File: src/rtl/data_pipe_arb_pkg.sv
// Shared types and helpers for the round-robin address arbiter in front of the
// M2S pipe interconnect.
package data_pipe_arb_pkg;

  typedef enum logic {
    IDLE  = 1'b0,
    GRANT = 1'b1
  } arb_state_e;

  // Select index width: 1/2/3/4/5 bits for NUM <= 2/4/8/16/32.
  function automatic int calc_nsize(input int num);
    if (num <= 2)       return 1;
    else if (num <= 4)  return 2;
    else if (num <= 8)  return 3;
    else if (num <= 16) return 4;
    else                return 5;
  endfunction

  // Beat counter width; a limit of 0 (unbounded) still keeps one bit.
  function automatic int calc_csize(input int max_burst);
    int w;
    w = $clog2(max_burst + 1);
    return (w < 1) ? 1 : w;
  endfunction

  function automatic int unsigned wrap_inc(input int unsigned idx, input int unsigned num);
    return (idx == num - 32'd1) ? 32'd0 : idx + 32'd1;
  endfunction

endpackage

File: src/rtl/data_pipe_rr_pick.sv
// Combinational round-robin pick: first set request at or after ptr,
// wrapping at NUM.
module data_pipe_rr_pick
  import data_pipe_arb_pkg::*;
#(
  parameter int NUM   = 8,
  parameter int NSIZE = calc_nsize(NUM)
) (
  input  logic [NUM-1:0]   req,
  input  logic [NSIZE-1:0] ptr,
  output logic [NSIZE-1:0] idx,
  output logic             found
);

  int                 j;
  logic [NSIZE-1:0]   jj;

  always_comb begin
    idx   = '0;
    found = 1'b0;
    j     = 0;
    jj    = '0;
    for (int i = 0; i < NUM; i++) begin
      j = int'(ptr) + i;
      if (j >= NUM) j = j - NUM;
      jj = NSIZE'(j);
      if (!found && req[jj]) begin
        idx   = jj;
        found = 1'b1;
      end
    end
  end

endmodule

File: src/rtl/data_pipe_rr_addr_arbiter.sv
// Round-robin addr generator for the M2S pipe interconnect: holds a grant for
// up to MAX_BURST beats, then rotates to the next requester.
module data_pipe_rr_addr_arbiter
  import data_pipe_arb_pkg::*;
#(
  parameter int NUM       = 8,
  parameter int MAX_BURST = 16,
  parameter int NSIZE     = calc_nsize(NUM),
  parameter int CSIZE     = calc_csize(MAX_BURST)
) (
  input  logic             clock,
  input  logic             rst_n,
  input  logic             clk_en,
  input  logic [NUM-1:0]   s_valid,
  input  logic [NUM-1:0]   s_ready,
  output logic [NSIZE-1:0] addr,
  output logic             grant_vld,
  output logic [NUM-1:0]   grant_onehot,
  output logic             burst_done,
  output arb_state_e       dbg_state_o,
  output logic [NSIZE-1:0] dbg_ptr_o,
  output logic [CSIZE-1:0] dbg_cnt_o
);

  // Saturation point of the beat counter; with no burst limit it simply
  // parks at all-ones and is never used for release.
  localparam int               CNT_MAX_I = (MAX_BURST == 0) ? ((1 << CSIZE) - 1) : (MAX_BURST - 1);
  localparam logic [CSIZE-1:0] CNT_MAX   = CSIZE'(CNT_MAX_I);

  arb_state_e       state_q;
  logic [NSIZE-1:0] addr_q;
  logic [NSIZE-1:0] ptr_q;
  logic [CSIZE-1:0] cnt_q;
  logic             grant_vld_q;
  logic [NUM-1:0]   onehot_q;
  logic             burst_done_q;

  logic             hs;
  logic             burst_last;
  logic             release_gnt;
  logic [NSIZE-1:0] ptr_next;
  logic [NUM-1:0]   pick_req;
  logic [NSIZE-1:0] pick_ptr;
  logic [NSIZE-1:0] pick_idx;
  logic             pick_found;
  logic [NUM-1:0]   pick_onehot;

  // A beat transfers on the granted stream when both its valid and the
  // interconnect's ready are high in the same enabled cycle; other ready
  // bits are ignored.
  assign hs          = clk_en & grant_vld_q & s_valid[addr_q] & s_ready[addr_q];
  assign burst_last  = (MAX_BURST != 0) && hs && (cnt_q == CNT_MAX);
  assign release_gnt = burst_last || !s_valid[addr_q];
  assign ptr_next    = NSIZE'(wrap_inc(32'(addr_q), NUM));

  // In GRANT the pick looks ahead for the regrant target; a burst-limited
  // stream is masked so it cannot immediately win again.
  always_comb begin
    pick_req = s_valid;
    pick_ptr = ptr_q;
    if (state_q == GRANT) begin
      pick_ptr = ptr_next;
      if (burst_last) pick_req[addr_q] = 1'b0;
    end
  end

  data_pipe_rr_pick #(
    .NUM   (NUM),
    .NSIZE (NSIZE)
  ) u_pick (
    .req   (pick_req),
    .ptr   (pick_ptr),
    .idx   (pick_idx),
    .found (pick_found)
  );

  assign pick_onehot = NUM'(1) << pick_idx;

  always_ff @(posedge clock) begin
    if (!rst_n) begin
      state_q      <= IDLE;
      addr_q       <= '0;
      ptr_q        <= '0;
      cnt_q        <= '0;
      grant_vld_q  <= 1'b0;
      onehot_q     <= '0;
      burst_done_q <= 1'b0;
    end else if (!clk_en) begin
      burst_done_q <= 1'b0;
    end else begin
      burst_done_q <= 1'b0;
      case (state_q)
        IDLE: begin
          if (pick_found) begin
            addr_q      <= pick_idx;
            onehot_q    <= pick_onehot;
            grant_vld_q <= 1'b1;
            cnt_q       <= '0;
            state_q     <= GRANT;
          end
        end
        GRANT: begin
          if (release_gnt) begin
            burst_done_q <= 1'b1;
            ptr_q        <= ptr_next;
            if (pick_found) begin
              addr_q   <= pick_idx;
              onehot_q <= pick_onehot;
              cnt_q    <= '0;
            end else begin
              grant_vld_q <= 1'b0;
              onehot_q    <= '0;
              state_q     <= IDLE;
            end
          end else if (hs && (cnt_q != CNT_MAX)) begin
            cnt_q <= cnt_q + 1'b1;
          end
        end
        default: begin
          state_q     <= IDLE;
          grant_vld_q <= 1'b0;
          onehot_q    <= '0;
        end
      endcase
    end
  end

  assign addr         = addr_q;
  assign grant_vld    = grant_vld_q;
  assign grant_onehot = onehot_q;
  assign burst_done   = burst_done_q;
  assign dbg_state_o  = state_q;
  assign dbg_ptr_o    = ptr_q;
  assign dbg_cnt_o    = cnt_q;

endmodule

File: config.mk
export PLATFORM = sky130hd
export DESIGN_NAME = data_pipe_rr_addr_arbiter
export DESIGN_NICKNAME = d
export VERILOG_FILES = /design/src/rtl/data_pipe_arb_pkg.sv /design/src/rtl/data_pipe_rr_pick.sv /design/src/rtl/data_pipe_rr_addr_arbiter.sv
export SDC_FILE = /design/constraint.sdc
export NUM_CORES = 1
export LEC_CHECK = 0
export BUFFER_PORTS_ARGS = -buffer_cell sky130_fd_sc_hd__buf_2
export CAP_MARGIN = 20
export CORE_MARGIN = 3
export CORE_UTILIZATION = 37
export CTS_CLUSTER_SIZE = 40
export DETAILED_ROUTE_END_ITERATION = 6
export HOLD_SLACK_MARGIN = 0.03
export PLACE_DENSITY = 0.53
export SLEW_MARGIN = 20
export SYNTH_ARGS = -nofsm -noshare
export SYNTH_HDL_FRONTEND = slang
export SYNTH_SLANG_ARGS = --single-unit
File: constraint.sdc
create_clock -name clock -period 4.3 [get_ports clock]
set_input_delay 0.215 -clock clock [delete_from_list [all_inputs] [get_ports clock]]
set_output_delay 0.215 -clock clock [all_outputs]
set_load 0.01 [all_outputs]
==> results_dict.tcl <==
set metrics [dict create \
    setup_tns_ns 0 \
    post-dp-hpwl_microns 5520 \
    ys_warn_count 0 \
    critPathSlowestCell "or4_1" \
    synth.distinct_cells 75 \
    gp_congestion 0.904 \
    grt_util_met3 0.0107 \
    min_path_type "primary input to flip-flop" \
    std_cell_rows 28 \
    rsz0062_at_grt "no" \
    synth_area_sq_um 2340 \
    root_buffer "clkbuf_8" \
    top_usage_layer "met2" \
    critPathMaxFanout 5 \
    port_buffers 40 \
    grt.met1_usage 0.275 \
    synth_nets 324 \
    cts_made_buffers 3 \
    cpMostUsedCell "ha_1" \
    first_iter_violations 216 \
    ff2ff_setup_slack_ns 0.27 \
    status "completed" \
    synth_top_family_by_area "compound AO/OA/AOI/OAI gates" \
    ir_worst_vdd_mv 0.265 \
    vias 2548 \
    fin_util 0.471 \
    cp-start-kind "flip-flop" \
    tightest_slew_ns 0.596 \
    drv_slew 0 \
    cts_tree "done" \
    finalHoldViolCount 0 \
    antenna_found_initial 0 \
    num_io_pins 41 \
    grt_use_total 0.189 \
    leakagePower_nw 1.19 \
    die_area_sq_um 7300 \
    synth-xor-area-share 0.00750 \
    setup_ws_ns 0.271 \
    drt_pass1_iterations 4 \
    crit_arrival_ns 4.22 \
    drc 0 \
    grt_overflow 0 \
    r2r_cells 14 \
    period_share 0.937 \
    globalRouteMet2Util 0.304 \
    drive_above_1_share 0.283 \
    slew_headroom 0.601 \
    wirelength_microns 6880 \
    placed_cell_area_sq_um 2700 \
    synth_fa_ha_area_frac 0.0375 \
    synth_cells 298 \
    clk_latency_ns 0.26 \
    die_h_microns 85.5 \
    holdWs_ns 0.279 \
    area.growth.synth_to_final_pct 21.5 \
    reg2reg_from "dbg_cnt_o[1]" \
    vias_per_cell 6.00 \
    grt_pass1_vias 2299 \
    initial_core_util 0.388 \
    clock_path_buffers 2 \
    muxShareOfSynthArea 0.0937 \
    synth-simple-area-share 0.272 \
    die_w_microns 85.5 \
    ys_async_sr_fraction 0 \
    path_clk_slew_ns 0.07 \
    powerDensity_nw_per_um2 479 \
    antenna_left 0 \
    maxCapViolations 0 \
    final-setup-viol-count 0 \
    final_nets 378 \
    wl_per_cell_microns 16.2 \
    end_kind "flip-flop" \
    hold_start "rst_n" \
    final_area_sq_um 2840 \
    r2r_end "grant_onehot[0]" \
    max_freq_mhz 248 \
    crit_type "flip-flop to flip-flop" \
    synth-compound-area-share 0.350 \
    min_path_cells 2 \
    fp.coreArea_sq_um 6030 \
    cp.required_ns 4.49 \
    holdBufCountCts 0 \
    synth-main-ff-cell "dfxtp_1" \
    n_antenna_cell 0 \
    crit_chain "ha_1, and3_1, ha_1, nand2_1, or3_1, o311a_4, nor3_4, o32ai_1, nor4_2, o211ai_1, or2_1, o32a_1, or4_1, o2bb2ai_1" \
    holdPathEnd "addr[1]" \
    syn_area_per_cell_sq_um 7.84 \
    period_needed_ns 4.03 \
    worst_path_largest_cell_delay_ns 0.57 \
    synth_edf_count 0 \
    pre_cts_slack_ns 0.0812 \
    synth_seq_cells 22 \
    grt_pass1_wl_microns 11500 \
    clock_skew_ns 0.000758 \
    grt_max_degree 18 \
    htree_num_levels 1 \
    cts_num_sinks 22 \
    ys_seq_area_frac 0.189 \
]
-- worst max-delay path: cells and delay by family, from the launching register on --
family	cells	cell delay, ns
fa+ha+maj	2	0.40
compound gates	5	1.15
simple gates	7	2.02
flops	1	0.38
-- report_power, final --
part / internal (mW) / leakage, nW / switching (mW) / total (mW)
Combinational: 0.424 / 0.994 / 0.561 / 0.985
Clock: 0.0624 / 0.0216 / 0.0606 / 0.123
Sequential: 0.232 / 0.179 / 0.0207 / 0.253
Total: 0.719 / 1.19 / 0.642 / 1.36
-- through the flow --
step	total power, mW	std cells
floorplan	0.925	298
finish	1.36	425
global placement	1.19	420
CTS	1.31	423
global route	1.47	425
detailed placement	1.18	420
-- final cells by class --
class,instances,area [sq um]
Fill cell,628,3190
Inverter,9,33.8
Tap cell,75,93.8
Multi-Input combinational cell,253,1840
Clock buffer,3,41.3
Timing Repair Buffer,63,385
Sequential cell,22,442
-- cells in the mapped netlist (4+ instances only) --
| cell type | count | area (sq um) |
|---|---|---|
| a21oi_1 | 15 | 75.1 |
| a211oi_1 | 5 | 37.5 |
| mux2_2 | 7 | 78.8 |
| buf_2 | 5 | 25.0 |
| nor3b_1 | 5 | 37.5 |
| nor2b_1 | 5 | 31.3 |
| nand2_1 | 24 | 90.1 |
| inv_1 | 8 | 30.0 |
| nor3_1 | 11 | 55.1 |
| a21o_1 | 4 | 30.0 |
| o2bb2ai_1 | 5 | 43.8 |
| dfxtp_1 | 22 | 440 |
| nand3_1 | 11 | 55.1 |
| and2_1 | 4 | 25.0 |
| ha_1 | 7 | 87.6 |
| nand2b_1 | 4 | 25.0 |
| mux2i_1 | 14 | 140 |
| a22o_1 | 6 | 52.6 |
| nor2_1 | 33 | 124 |
| o21ai_0 | 12 | 60.1 |
-- repair_timing --
item | 4_1_cts | 5_1_grt
resized for setup | 0 | 14
endpoints found under the setup margin | 0 | 15
setup buffers | 0 | 2
-- registers in the layout, summed over array words and instances, names as in the netlist --
register / flops
dbg_cnt_o: 5
dbg_state_o: 1
grant_onehot: 8
grant_vld: 1
burst_done: 1
addr: 3
dbg_ptr_o: 3
-- routing by layer --
metal / vias to the layer above / routed length (microns)
met1: 1187 / 3290
met5: - / 0
met2: 80 / 3120
li1: 1272 / -
met4: 0 / 82
met3: 9 / 383
-- cells in the final DEF (no fill, tap or decap), types with 3 or more instances in the layout --
cell type,instances
o211ai_1,3
nor2b_1,5
nand3_1,11
a21o_1,4
a211oi_1,4
nor3b_1,5
nand2b_1,4
and3_1,3
a22oi_1,3
buf_2,40
inv_1,8
ha_1,7
clkbuf_8,3
a31oi_1,3
nand2_1,24
a21oi_1,15
o21ai_1,3
a221o_1,3
and2_1,3
nor2_1,32
a311oi_1,3
o2bb2ai_1,4
or2_2,3
dfxtp_1,21
mux2i_1,14
buf_4,22
a22o_1,6
o21ai_0,10
nor3_1,10
mux2_2,7
-- cells by family (layout without fill, tap and decap cells) --
group | count (synthesis) | in the layout
and+or+nand+nor | 121 | 121
AOI/OAI and AO/OA | 102 | 102
muxes | 21 | 21
xor gates and xnor gates | 2 | 2
DFF | 22 | 22
adders and majority gates | 7 | 7
buffers and inverters | 23 | 75
-- worst max path at each step --
stage	start	to	slack, ns
5_1_grt	dbg_cnt_o[1]	grant_onehot[2]	0.001
6_report	dbg_cnt_o[1]	grant_onehot[0]	0.27
4_1_cts	dbg_cnt_o[0]	grant_onehot[1]	0.07
3_3_place_gp	addr[0]	addr[1]	0.17
2_1_floorplan	dbg_cnt_o[0]	grant_onehot[5]	0.30
3_5_place_dp	dbg_cnt_o[0]	grant_onehot[6]	0.08
(Power assumes the default switching activity.)
